==> config.mk <==
export PLATFORM = sky130hd
export DESIGN_NAME = mips_alu_md
export DESIGN_NICKNAME = d
export VERILOG_FILES = /design/src/rtl/mips_alu_md.sv
export SDC_FILE = /design/constraint.sdc
export NUM_CORES = 1
export LEC_CHECK = 0
export CAP_MARGIN = 10
export CELL_PAD_IN_SITES_DETAIL_PLACEMENT = 1
export CELL_PAD_IN_SITES_GLOBAL_PLACEMENT = 2
export CORE_MARGIN = 10
export CORE_UTILIZATION = 39
export CTS_CLUSTER_DIAMETER = 50
export DETAILED_ROUTE_END_ITERATION = 10
export GPL_TIMING_DRIVEN = 0
export PLACE_DENSITY = 0.93
export SYNTH_ARGS = -nofsm -noshare
export SYNTH_HDL_FRONTEND = slang
export SYNTH_SLANG_ARGS = --single-unit
==> constraint.sdc <==
create_clock -name clk -period 10.3 [get_ports clk]
set_input_delay 2.06 -clock clk [delete_from_list [all_inputs] [get_ports clk]]
set_output_delay 2.06 -clock clk [all_outputs]
set_load 0.1 [all_outputs]
==> src/rtl/mips_alu_md.sv <==
// mips_alu_md: registered MIPS32 execute-stage ALU with an iterative
// multiply/divide unit and architectural HI/LO registers.
// Build option: define ALU_FAST_MUL_EN to make MULT/MULTU complete in a
// single cycle from a combinational product. DIV/DIVU stay iterative.
module mips_alu_md #(
  parameter int WIDTH = 32,
  parameter int SHW   = $clog2(WIDTH)
) (
  input  logic             clk,
  input  logic             reset,
  input  logic             in_valid,
  output logic             in_ready,
  input  logic [4:0]       op,
  input  logic [WIDTH-1:0] a,
  input  logic [WIDTH-1:0] b,
  input  logic [SHW-1:0]   sa,
  output logic             out_valid,
  output logic [WIDTH-1:0] result,
  output logic             zero,
  output logic             busy,
  output logic [WIDTH-1:0] hi,
  output logic [WIDTH-1:0] lo
);

  localparam logic [4:0] OP_AND   = 5'd0;
  localparam logic [4:0] OP_OR    = 5'd1;
  localparam logic [4:0] OP_ADD   = 5'd2;
  localparam logic [4:0] OP_SUB   = 5'd3;
  localparam logic [4:0] OP_SLT   = 5'd4;
  localparam logic [4:0] OP_XOR   = 5'd5;
  localparam logic [4:0] OP_SLL   = 5'd6;
  localparam logic [4:0] OP_SRL   = 5'd7;
  localparam logic [4:0] OP_SRA   = 5'd8;
  localparam logic [4:0] OP_SLLV  = 5'd9;
  localparam logic [4:0] OP_SRLV  = 5'd10;
  localparam logic [4:0] OP_SRAV  = 5'd11;
  localparam logic [4:0] OP_LUI   = 5'd12;
  localparam logic [4:0] OP_SLTU  = 5'd13;
  localparam logic [4:0] OP_PASSA = 5'd14;
  localparam logic [4:0] OP_MULT  = 5'd16;
  localparam logic [4:0] OP_MULTU = 5'd17;
  localparam logic [4:0] OP_DIV   = 5'd18;
  localparam logic [4:0] OP_DIVU  = 5'd19;
  localparam logic [4:0] OP_MFHI  = 5'd20;
  localparam logic [4:0] OP_MFLO  = 5'd21;
  localparam logic [4:0] OP_MTHI  = 5'd22;
  localparam logic [4:0] OP_MTLO  = 5'd23;

  typedef enum logic {IDLE, RUN} state_t;

  state_t           state_q, state_d;
  logic [SHW-1:0]   cnt_q, cnt_d;
  logic [WIDTH-1:0] result_q, result_d;
  logic [WIDTH-1:0] hi_q, hi_d;
  logic [WIDTH-1:0] lo_q, lo_d;
  logic             out_valid_q, out_valid_d;

  // Shadow state of the iterative unit: sh_hi is the partial product /
  // partial remainder, sh_lo the multiplier / dividend-quotient shift
  // register, sh_b the multiplicand / divisor magnitude.
  logic [WIDTH-1:0] sh_hi_q, sh_hi_d;
  logic [WIDTH-1:0] sh_lo_q, sh_lo_d;
  logic [WIDTH-1:0] sh_b_q, sh_b_d;
  logic             is_div_q, is_div_d;
  logic             neg_lo_q, neg_lo_d;
  logic             neg_hi_q, neg_hi_d;
  logic             dz_q, dz_d;

  logic             accept;
  logic             start_md;
  logic             sgn;
  logic [WIDTH:0]   msum;
  logic [WIDTH-1:0] mstep_hi, mstep_lo;
  logic [WIDTH:0]   dtrial;
  logic             dge;
  logic [WIDTH-1:0] dstep_hi, dstep_lo;
  logic [WIDTH-1:0] step_hi, step_lo;
  logic [2*WIDTH-1:0] prod, prod_fix;

`ifdef ALU_FAST_MUL_EN
  logic [2*WIDTH-1:0] fast_s, fast_u;
  assign fast_s = {{WIDTH{a[WIDTH-1]}}, a} * {{WIDTH{b[WIDTH-1]}}, b};
  assign fast_u = {{WIDTH{1'b0}}, a} * {{WIDTH{1'b0}}, b};
`endif

  // Magnitude of an operand when it is treated as signed.
  function automatic logic [WIDTH-1:0] mag_f(input logic [WIDTH-1:0] x, input logic s);
    return (s && x[WIDTH-1]) ? -x : x;
  endfunction

  // Single-cycle integer operations.
  function automatic logic [WIDTH-1:0] alu_f(input logic [4:0] o,
                                             input logic [WIDTH-1:0] x,
                                             input logic [WIDTH-1:0] y,
                                             input logic [SHW-1:0] s);
    logic [SHW-1:0] vs;
    vs = x[SHW-1:0];
    case (o)
      OP_AND:   return x & y;
      OP_OR:    return x | y;
      OP_ADD:   return x + y;
      OP_SUB:   return x - y;
      OP_SLT:   return {{(WIDTH-1){1'b0}}, ($signed(x) < $signed(y))};
      OP_XOR:   return x ^ y;
      OP_SLL:   return y << s;
      OP_SRL:   return y >> s;
      OP_SRA:   return $unsigned($signed(y) >>> s);
      OP_SLLV:  return y << vs;
      OP_SRLV:  return y >> vs;
      OP_SRAV:  return $unsigned($signed(y) >>> vs);
      OP_LUI:   return {y[WIDTH/2-1:0], {(WIDTH/2){1'b0}}};
      OP_SLTU:  return {{(WIDTH-1){1'b0}}, (x < y)};
      OP_PASSA: return x;
      default:  return '0;
    endcase
  endfunction

  assign busy      = (state_q == RUN);
  assign in_ready  = !busy && !reset;
  assign accept    = in_valid && in_ready;
  assign out_valid = out_valid_q;
  assign result    = result_q;
  assign zero      = (result_q == '0);
  assign hi        = hi_q;
  assign lo        = lo_q;

  // One iteration of shift-add multiply or restoring divide, plus the
  // sign fix-up applied to the final iteration's values at commit.
  always_comb begin
    msum     = {1'b0, sh_hi_q} + (sh_lo_q[0] ? {1'b0, sh_b_q} : '0);
    mstep_hi = msum[WIDTH:1];
    mstep_lo = {msum[0], sh_lo_q[WIDTH-1:1]};
    dtrial   = {sh_hi_q, sh_lo_q[WIDTH-1]};
    dge      = (dtrial >= {1'b0, sh_b_q});
    dstep_hi = dtrial[WIDTH-1:0] - (dge ? sh_b_q : '0);
    dstep_lo = {sh_lo_q[WIDTH-2:0], dge};
    step_hi  = is_div_q ? dstep_hi : mstep_hi;
    step_lo  = is_div_q ? dstep_lo : mstep_lo;
    prod     = {step_hi, step_lo};
    prod_fix = neg_lo_q ? -prod : prod;
  end

  // Issue decode, FSM next state and HI/LO/result updates.
  always_comb begin
    state_d     = state_q;
    cnt_d       = cnt_q;
    result_d    = result_q;
    hi_d        = hi_q;
    lo_d        = lo_q;
    out_valid_d = 1'b0;
    sh_hi_d     = sh_hi_q;
    sh_lo_d     = sh_lo_q;
    sh_b_d      = sh_b_q;
    is_div_d    = is_div_q;
    neg_lo_d    = neg_lo_q;
    neg_hi_d    = neg_hi_q;
    dz_d        = dz_q;
    start_md    = 1'b0;
    sgn         = (op == OP_MULT) || (op == OP_DIV);

    case (state_q)
      IDLE: begin
        if (accept) begin
          case (op)
            OP_AND, OP_OR, OP_ADD, OP_SUB, OP_SLT, OP_XOR, OP_SLL, OP_SRL,
            OP_SRA, OP_SLLV, OP_SRLV, OP_SRAV, OP_LUI, OP_SLTU, OP_PASSA: begin
              result_d    = alu_f(op, a, b, sa);
              out_valid_d = 1'b1;
            end
            OP_MFHI: begin
              result_d    = hi_q;
              out_valid_d = 1'b1;
            end
            OP_MFLO: begin
              result_d    = lo_q;
              out_valid_d = 1'b1;
            end
            OP_MTHI: hi_d = a;
            OP_MTLO: lo_d = a;
`ifdef ALU_FAST_MUL_EN
            OP_MULT:  {hi_d, lo_d} = fast_s;
            OP_MULTU: {hi_d, lo_d} = fast_u;
            OP_DIV, OP_DIVU: start_md = 1'b1;
`else
            OP_MULT, OP_MULTU, OP_DIV, OP_DIVU: start_md = 1'b1;
`endif
            default: ;
          endcase
        end
        if (start_md) begin
          state_d  = RUN;
          cnt_d    = SHW'(WIDTH - 1);
          is_div_d = (op == OP_DIV) || (op == OP_DIVU);
          sh_hi_d  = '0;
          sh_lo_d  = mag_f(a, sgn);
          sh_b_d   = mag_f(b, sgn);
          neg_lo_d = sgn && (a[WIDTH-1] ^ b[WIDTH-1]);
          neg_hi_d = sgn && a[WIDTH-1];
          dz_d     = (b == '0);
        end
      end
      RUN: begin
        sh_hi_d = step_hi;
        sh_lo_d = step_lo;
        cnt_d   = cnt_q - SHW'(1);
        if (cnt_q == '0) begin
          state_d = IDLE;
          if (is_div_q) begin
            lo_d = dz_q ? '1 : (neg_lo_q ? -step_lo : step_lo);
            hi_d = neg_hi_q ? -step_hi : step_hi;
          end else begin
            {hi_d, lo_d} = prod_fix;
          end
        end
      end
      default: state_d = IDLE;
    endcase
  end

  // Control and architectural state; reset aborts any running operation.
  always_ff @(posedge clk) begin
    if (reset) begin
      state_q     <= IDLE;
      cnt_q       <= '0;
      result_q    <= '0;
      hi_q        <= '0;
      lo_q        <= '0;
      out_valid_q <= 1'b0;
    end else begin
      state_q     <= state_d;
      cnt_q       <= cnt_d;
      result_q    <= result_d;
      hi_q        <= hi_d;
      lo_q        <= lo_d;
      out_valid_q <= out_valid_d;
    end
  end

  // Iterative-unit shadow datapath; only meaningful while in RUN.
  always_ff @(posedge clk) begin
    sh_hi_q  <= sh_hi_d;
    sh_lo_q  <= sh_lo_d;
    sh_b_q   <= sh_b_d;
    is_div_q <= is_div_d;
    neg_lo_q <= neg_lo_d;
    neg_hi_q <= neg_hi_d;
    dz_q     <= dz_d;
  end

endmodule

==> results of run 1 <==
[cell usage in the layout (no fill, tap or decap), types with 52 or more instances in the layout]
cell type and count:
a211oi_1 55, a21o_1 61, a21oi_1 348, a31oi_1 52
clkbuf_1 197, clkdlybuf4s50_1 175, dfxtp_1 103, edfxtp_1 100
ha_1 197, inv_1 160, mux2i_1 236, nand2_1 426
nand3_1 76, nor2_1 365, nor3_1 78, o21ai_0 251
xnor2_1 121
[registers in the layout, indices dropped and copies added (netlist names), 5 cells and up]
signal / flops
sh_b_q: 32
cnt_q: 5
sh_hi_q: 32
result: 32
lo: 32
sh_lo_q: 32
hi: 32
[cell families after synthesis]
logic type | count (synthesis) | synth area share, %
DFF | 203 | 18.9
buffers and inverters | 424 | 6.19
and+or+nand+nor | 1187 | 20.1
muxes | 281 | 10.7
adders and majority gates | 201 | 9.50
xor gates and xnor gates | 165 | 5.39
AOI/OAI and AO/OA | 1190 | 29.2
[worst max-delay path by stage]
stage              from    endpoint  cells after the start
2_1_floorplan     reset  sh_hi_q[0]                      5
3_3_place_gp   is_div_q       hi[6]                     21
3_5_place_dp   is_div_q       hi[6]                     21
4_1_cts        is_div_q       hi[6]                     21
5_1_grt        is_div_q       hi[6]                     21
6_report       is_div_q       hi[6]                     21
[final cells by class]
class                   instances  area share (%)
repair buffers                179            5.85
well taps                     882            3.56
clock buffers                  42            3.15
diodes                          3          0.0242
flip-flops and latches        203            16.3
multi-input cells            3024            64.8
clock inverters                26           0.929
inverters                     165            2.01
plain buffers                 259            3.35
[critical path, cell delays in order, from the launching register on]
cell and delay, ns:
edfxtp_1 0.38, clkbuf_1 0.53, buf_2 0.47, buf_1 0.95, clkbuf_1 0.94, buf_2 0.65, buf_2 0.58, buf_1 0.74
buf_1 1.04, nor2_1 0.11, nor2_1 0.22, inv_1 0.07, ha_1 0.20, o21ai_0 0.30, nor3_1 0.34, nand4_1 0.37
nand2_1 0.24, nand2_1 0.15, o21ai_0 0.11, xnor2_1 0.59, mux2i_1 0.19, a211oi_1 0.29
[per-layer routing]
metal	vias to the layer above	GRT usage [%]	part of all wire (%)
met5	-	0	0.026
met4	6	31.1	8.8
met3	648	12.8	12
met2	2283	64.4	42
met1	16288	49.8	37
li1	13909	-	-
[metrics by stage]
step                worst slack (ns)  std cells
detailed placement              1.49       4710
finish                         0.663       4783
floorplan                       3.87       3651
global route                   0.763       4780
global placement                1.64       4708
CTS                             1.47       4778
[report_power, final]
group / internal, uW / switching (uW)
combinational: 320 / 851
clock: 776 / 534
sequential: 867 / 24.4
==> reports/qor.yml, run 1 <==
outcome:
  status: "finished, final reports clean"
global_routing:
  antenna_found_initial: 9
  grt_pass1_wl_um: 242000
  grt.total_usage_pct: 42.3
  overflow: 0
  grt_max_degree: 45
  grt_pass1_vias: 32941
critical_path:
  arrival_ns: 10.12
  cp-end-kind: "register"
  required_ns: 10.79
  rr_startpoint: "is_div_q"
  regToRegSetupSlack_ns: 0.66
  crit_fanout: 10
  rr_endpoint: "hi[6]"
  reg2reg_depth: 21
  critPathLaunchType: "register"
  critPathKind: "reg -> reg"
logic_synthesis:
  yosysUniqueCellTypes: 110
  synth_fp_nets: 3929
  async_flop_share_pct: 0
  yosysTopAreaCell: "edfxtp_1"
  synth_flop_cell: "dfxtp_1"
  synthCells: 3651
  synth_edf_count: 100
  yosysWarnings: 0
  synth_area_um2: 26800
  synthTopCellsByArea: "edfxtp_1 11%, ha_1 9.2%, mux2i_1 8.8%"
  synth_largest_type_area_fraction_pct: 11.2
  ys_seq_area_share_pct: 18.9
  avgSynthCellArea_um2: 7.34
  synth.most_common_cell: "nand2_1"
  synth_common_cells: "426 x nand2_1, 365 x nor2_1, 348 x a21oi_1"
  ys_seq_elements: 203
sta:
  rsz0062_at_grt: "false"
  hold_viol_final: 0
  finalSetupViolCount: 0
  fin_tns_setup_ns: 0
  maxSlewHeadroom_pct: 6.81
  min_period_ns: 9.64
  worst_slew_pin_slew_ns: 1.39
  holdWs_ns: 0.505
  fin_skew_ns: 0.0350
  fmax_ghz: 0.104
  maxSlewViolCount: 0
  post-route-period-util_pct: 93.6
floorplan:
  die_width_um: 282
  initial_utilization_pct: 39.2
  fp.dieH_um: 282
  core_um2: 68300
  die_area_um2: 79600
  rows: 96
  ioPinCount: 177
cts:
  clock-root-buffer: "clkbuf_16"
  cts_tree: "done"
  htree_levels: 2
  numCtsBuffers: 37
  postCtsSetupBuffers: 0
  holdBufCountCts: 0
  cts_resized: 0
  clkTransAtPathRegs_ns: 0.06
  cts.sinks: 203
  cts_max_path_buffers: 3
  clock_latency_ns: 0.60
route:
  avgViaCountPerCell: 6.93
  drt-total-wl_um: 174000
  vias: 33134
  firstDrtPassIters: 9
  wl_per_cell_um: 36.4
  drc: 0
  drtIter0Drc: 4215
  ant_nets: 0
placement:
  numPortBuffers: 175
  place_area_um2: 29700
  hpwl_um: 141000
  gp_congestion: 1.05
min_path:
  hold_path_end: "cnt_q[0]"
  min_delay_path_depth: 1
  holdCritStartpoint: "cnt_q[0]"
  hold_path.class: "reg -> reg"
finish:
  seqCellArea_um2: 5060
  fin_util_pct: 45.3
  multiInputGateArea_um2: 20100
  area_delta_synth_final_pct: 15.7
  fin_nets: 4147
  drive_above_1_share_pct: 5.28
  nFillCells: 8686
  finalInstanceArea_um2: 31000
flow_run:
  cap_violations: 0
power_and_ir_drop:
  power_uw: 3370
  powerDensity_nw_per_um2: 109
  cellLeakagePower_uw: 0.0122
  ir_worst_vdd_mv: 0.138
Power figures use the tool's default switching activity.
==> inputs of run 2 (changes only) <==
--- a/config.mk
+++ b/config.mk
@@ -14,6 +14,7 @@
 export DETAILED_ROUTE_END_ITERATION = 10
 export GPL_TIMING_DRIVEN = 0
 export PLACE_DENSITY = 0.93
+export RECOVER_POWER = 25
 export SYNTH_ARGS = -nofsm -noshare
 export SYNTH_HDL_FRONTEND = slang
 export SYNTH_SLANG_ARGS = --single-unit
==> run 2 against run 1 <==
The flow now finishes with violations (capacitance limit, slew limit). Register-to-register slack is essentially flat. Critical path depth unchanged. Core utilization barely moved. Largest cell class unchanged. Power shrank 0.15%. Non-clock buffer count did not move. Final cell count unchanged. Global-route usage unchanged. Final area barely moved. Count of clock-buffer cells in the layout is the same. Critical path type unchanged.
==> reports/qor.yml, run 2 (synthesized netlist as in run 1, its figures left out) <==
sta:
  hold_viol_final: 0  # unchanged
  maxSlewViolCount: 38  # +38
  fin_skew_ns: 0.0334  # -0.00157 ns
  min_period_ns: 9.64  # -0.000662 ns
  worst_slew_pin_slew_ns: 1.73  # +0.338 ns
  post-route-period-util_pct: 93.6  # about the same
  maxSlewHeadroom_pct: -15.2  # -22 points
  fmax_ghz: 0.104  # about the same
  fin_tns_setup_ns: 0  # unchanged
  rsz0062_at_grt: "false"
  finalSetupViolCount: 0  # unchanged
  setup_ws_ns: 0.663  # +0.000662 ns
critical_path:
  regToRegSetupSlack_ns: 0.66  # about the same
  slowest_stage: "buf_1"
  critPathLaunchType: "register"
  rr_startpoint: "is_div_q"
  critical_path.max_stage_delay_ns: 1.03  # about the same
  arrival_ns: 10.13  # about the same
  cp_top_family: "buffers and inverters"
  crit_path_cell_trace: "clkbuf_1 -> buf_2 -> buf_1 -> clkbuf_1 -> buf_2 -> buf_2 -> buf_1 -> buf_1 -> nor2_1 -> nor2_1 -> inv_1 -> ha_1 -> o21ai_0 -> nor3_1 -> nand4_1 -> nand2_1 -> nand2_1 -> o21ai_0 -> xnor2_1 -> mux2i_1 -> a211oi_1"
  path_buf_inv: 9  # unchanged
  reg2reg_depth: 21  # unchanged
  cp-end-kind: "register"
  crit_fanout: 10  # unchanged
  required_ns: 10.79  # about the same
  cp.depth: 21  # unchanged
  critPathLaunch: "is_div_q"
  critPathKind: "reg -> reg"
finish:
  fin_nets: 4147  # unchanged
  nFillCells: 8687  # +0.012%
  mostFrequentLayoutCell: "nand2_1"
  area_delta_synth_final_pct: 15.7  # about the same
  final_cell_mix: "426 x nand2_1, 365 x nor2_1, 348 x a21oi_1"
  drive_above_1_share_pct: 5.23  # -0.051 points
global_routing:
  grt_max_degree: 45  # unchanged
  grt_pass1_wl_um: 242000  # unchanged
  grt.total_usage_pct: 42.3  # unchanged
  overflow: 0  # unchanged
  grt_pass1_vias: 32941  # unchanged
  antenna_found_initial: 10  # +1
floorplan:
  fp.dieH_um: 282  # unchanged
  die_area_um2: 79600  # unchanged
  rows: 96  # unchanged
  ioPinCount: 177  # unchanged
  die_width_um: 282  # unchanged
  core_um2: 68300  # unchanged
  initial_utilization_pct: 39.2  # unchanged
outcome:
  violations: "capacitance limit, slew limit"
  status: "finished, violations left"
route:
  wl_per_cell_um: 36.4  # about the same
  drtIter0Drc: 4143  # -1.7%
  drc: 0  # unchanged
  avgViaCountPerCell: 6.90  # -0.43%
  drt-total-wl_um: 174000  # about the same
  ant_nets: 0  # unchanged
  vias: 32993  # -0.43%
  firstDrtPassIters: 6  # -3
flow_run:
  cap_violations: 1  # +1
cts:
  cts_tree: "done"
  clock_latency_ns: 0.60  # about the same
  cts.sinks: 203  # unchanged
  htree_levels: 2  # unchanged
  postCtsSetupBuffers: 0  # unchanged
  holdBufCountCts: 0  # unchanged
  clock-root-buffer: "clkbuf_16"
  cts_max_path_buffers: 3  # unchanged
  clkTransAtPathRegs_ns: 0.06  # about the same
  numCtsBuffers: 37  # unchanged
  cts_resized: 0  # unchanged
min_path:
  hold_path.class: "reg -> reg"
  holdCritStartpoint: "cnt_q[0]"
  min_delay_path_depth: 1  # unchanged
power_and_ir_drop:
  powerDensity_nw_per_um2: 109  # -0.15%
  cellLeakagePower_uw: 0.0125  # +2.2%
  ir_worst_vdd_mv: 0.138  # about the same
placement:
  hpwl_um: 141000  # unchanged
  gp_congestion: 1.05  # unchanged
  place_ws_ns: 1.49  # unchanged
  numPortBuffers: 175  # unchanged
## run 2: final timing paths
| check | to |
|---|---|
| worst max-delay path | hi[6] |
| worst max register to register | hi[6] |
| worst min register to register | cnt_q[0] |
| worst min-delay path | cnt_q[0] |
## run 2: final cells by class
type	instances	area, um^2	share of cell area, %
Buffer	259	1040	3.35
Clock buffer	42	976	3.15
Sequential cell	203	5060	16.3
Multi-Input combinational cell	3024	20100	64.8
Inverter	165	622	2.01
Clock inverter	26	288	0.929
Timing Repair Buffer	179	1810	5.85
Antenna cell	3	7.51	0.0242
Tap cell	882	1100	3.56
## run 2: power by group
part           internal [uW]  switching, uW  total, uW  leakage [uW]
Combinational            317            851       1170        0.0101
Clock                    776            533       1310      0.000612
Sequential               867           23.8        891       0.00174
## run 2: worst register-to-register path, stage by stage, from the launching register on
cell	delay, ns
edfxtp_1	0.39
clkbuf_1	0.53
buf_2	0.48
buf_1	0.97
clkbuf_1	0.92
buf_2	0.66
buf_2	0.60
buf_1	0.74
buf_1	1.04
nor2_1	0.12
nor2_1	0.23
inv_1	0.07
ha_1	0.20
o21ai_0	0.33
nor3_1	0.35
nand4_1	0.37
nand2_1	0.24
nand2_1	0.14
o21ai_0	0.11
xnor2_1	0.56
mux2i_1	0.19
a211oi_1	0.30
## run 2: per-layer routing
metal	track usage, %	wire length, um	vias up
li1	-	-	13914
met1	49.8	64900	16259
met2	64.4	73800	2173
met3	12.8	19800	641
met4	31.1	15300	6
met5	0	56	-
## run 2: per-stage QoR
step                std cells  cell area [um^2]  hold WS (ns)  power (uW)  util, %
floorplan                3651             26800         0.452        1550        -
global placement         4708             29600         0.482        2010     43.4
detailed placement       4710             29700         0.489        2010     43.4
CTS                      4778             31000         0.497        3300     45.3
global route             4780             31000         0.526        3430     45.3
finish                   4783             31000         0.504        3370     45.3
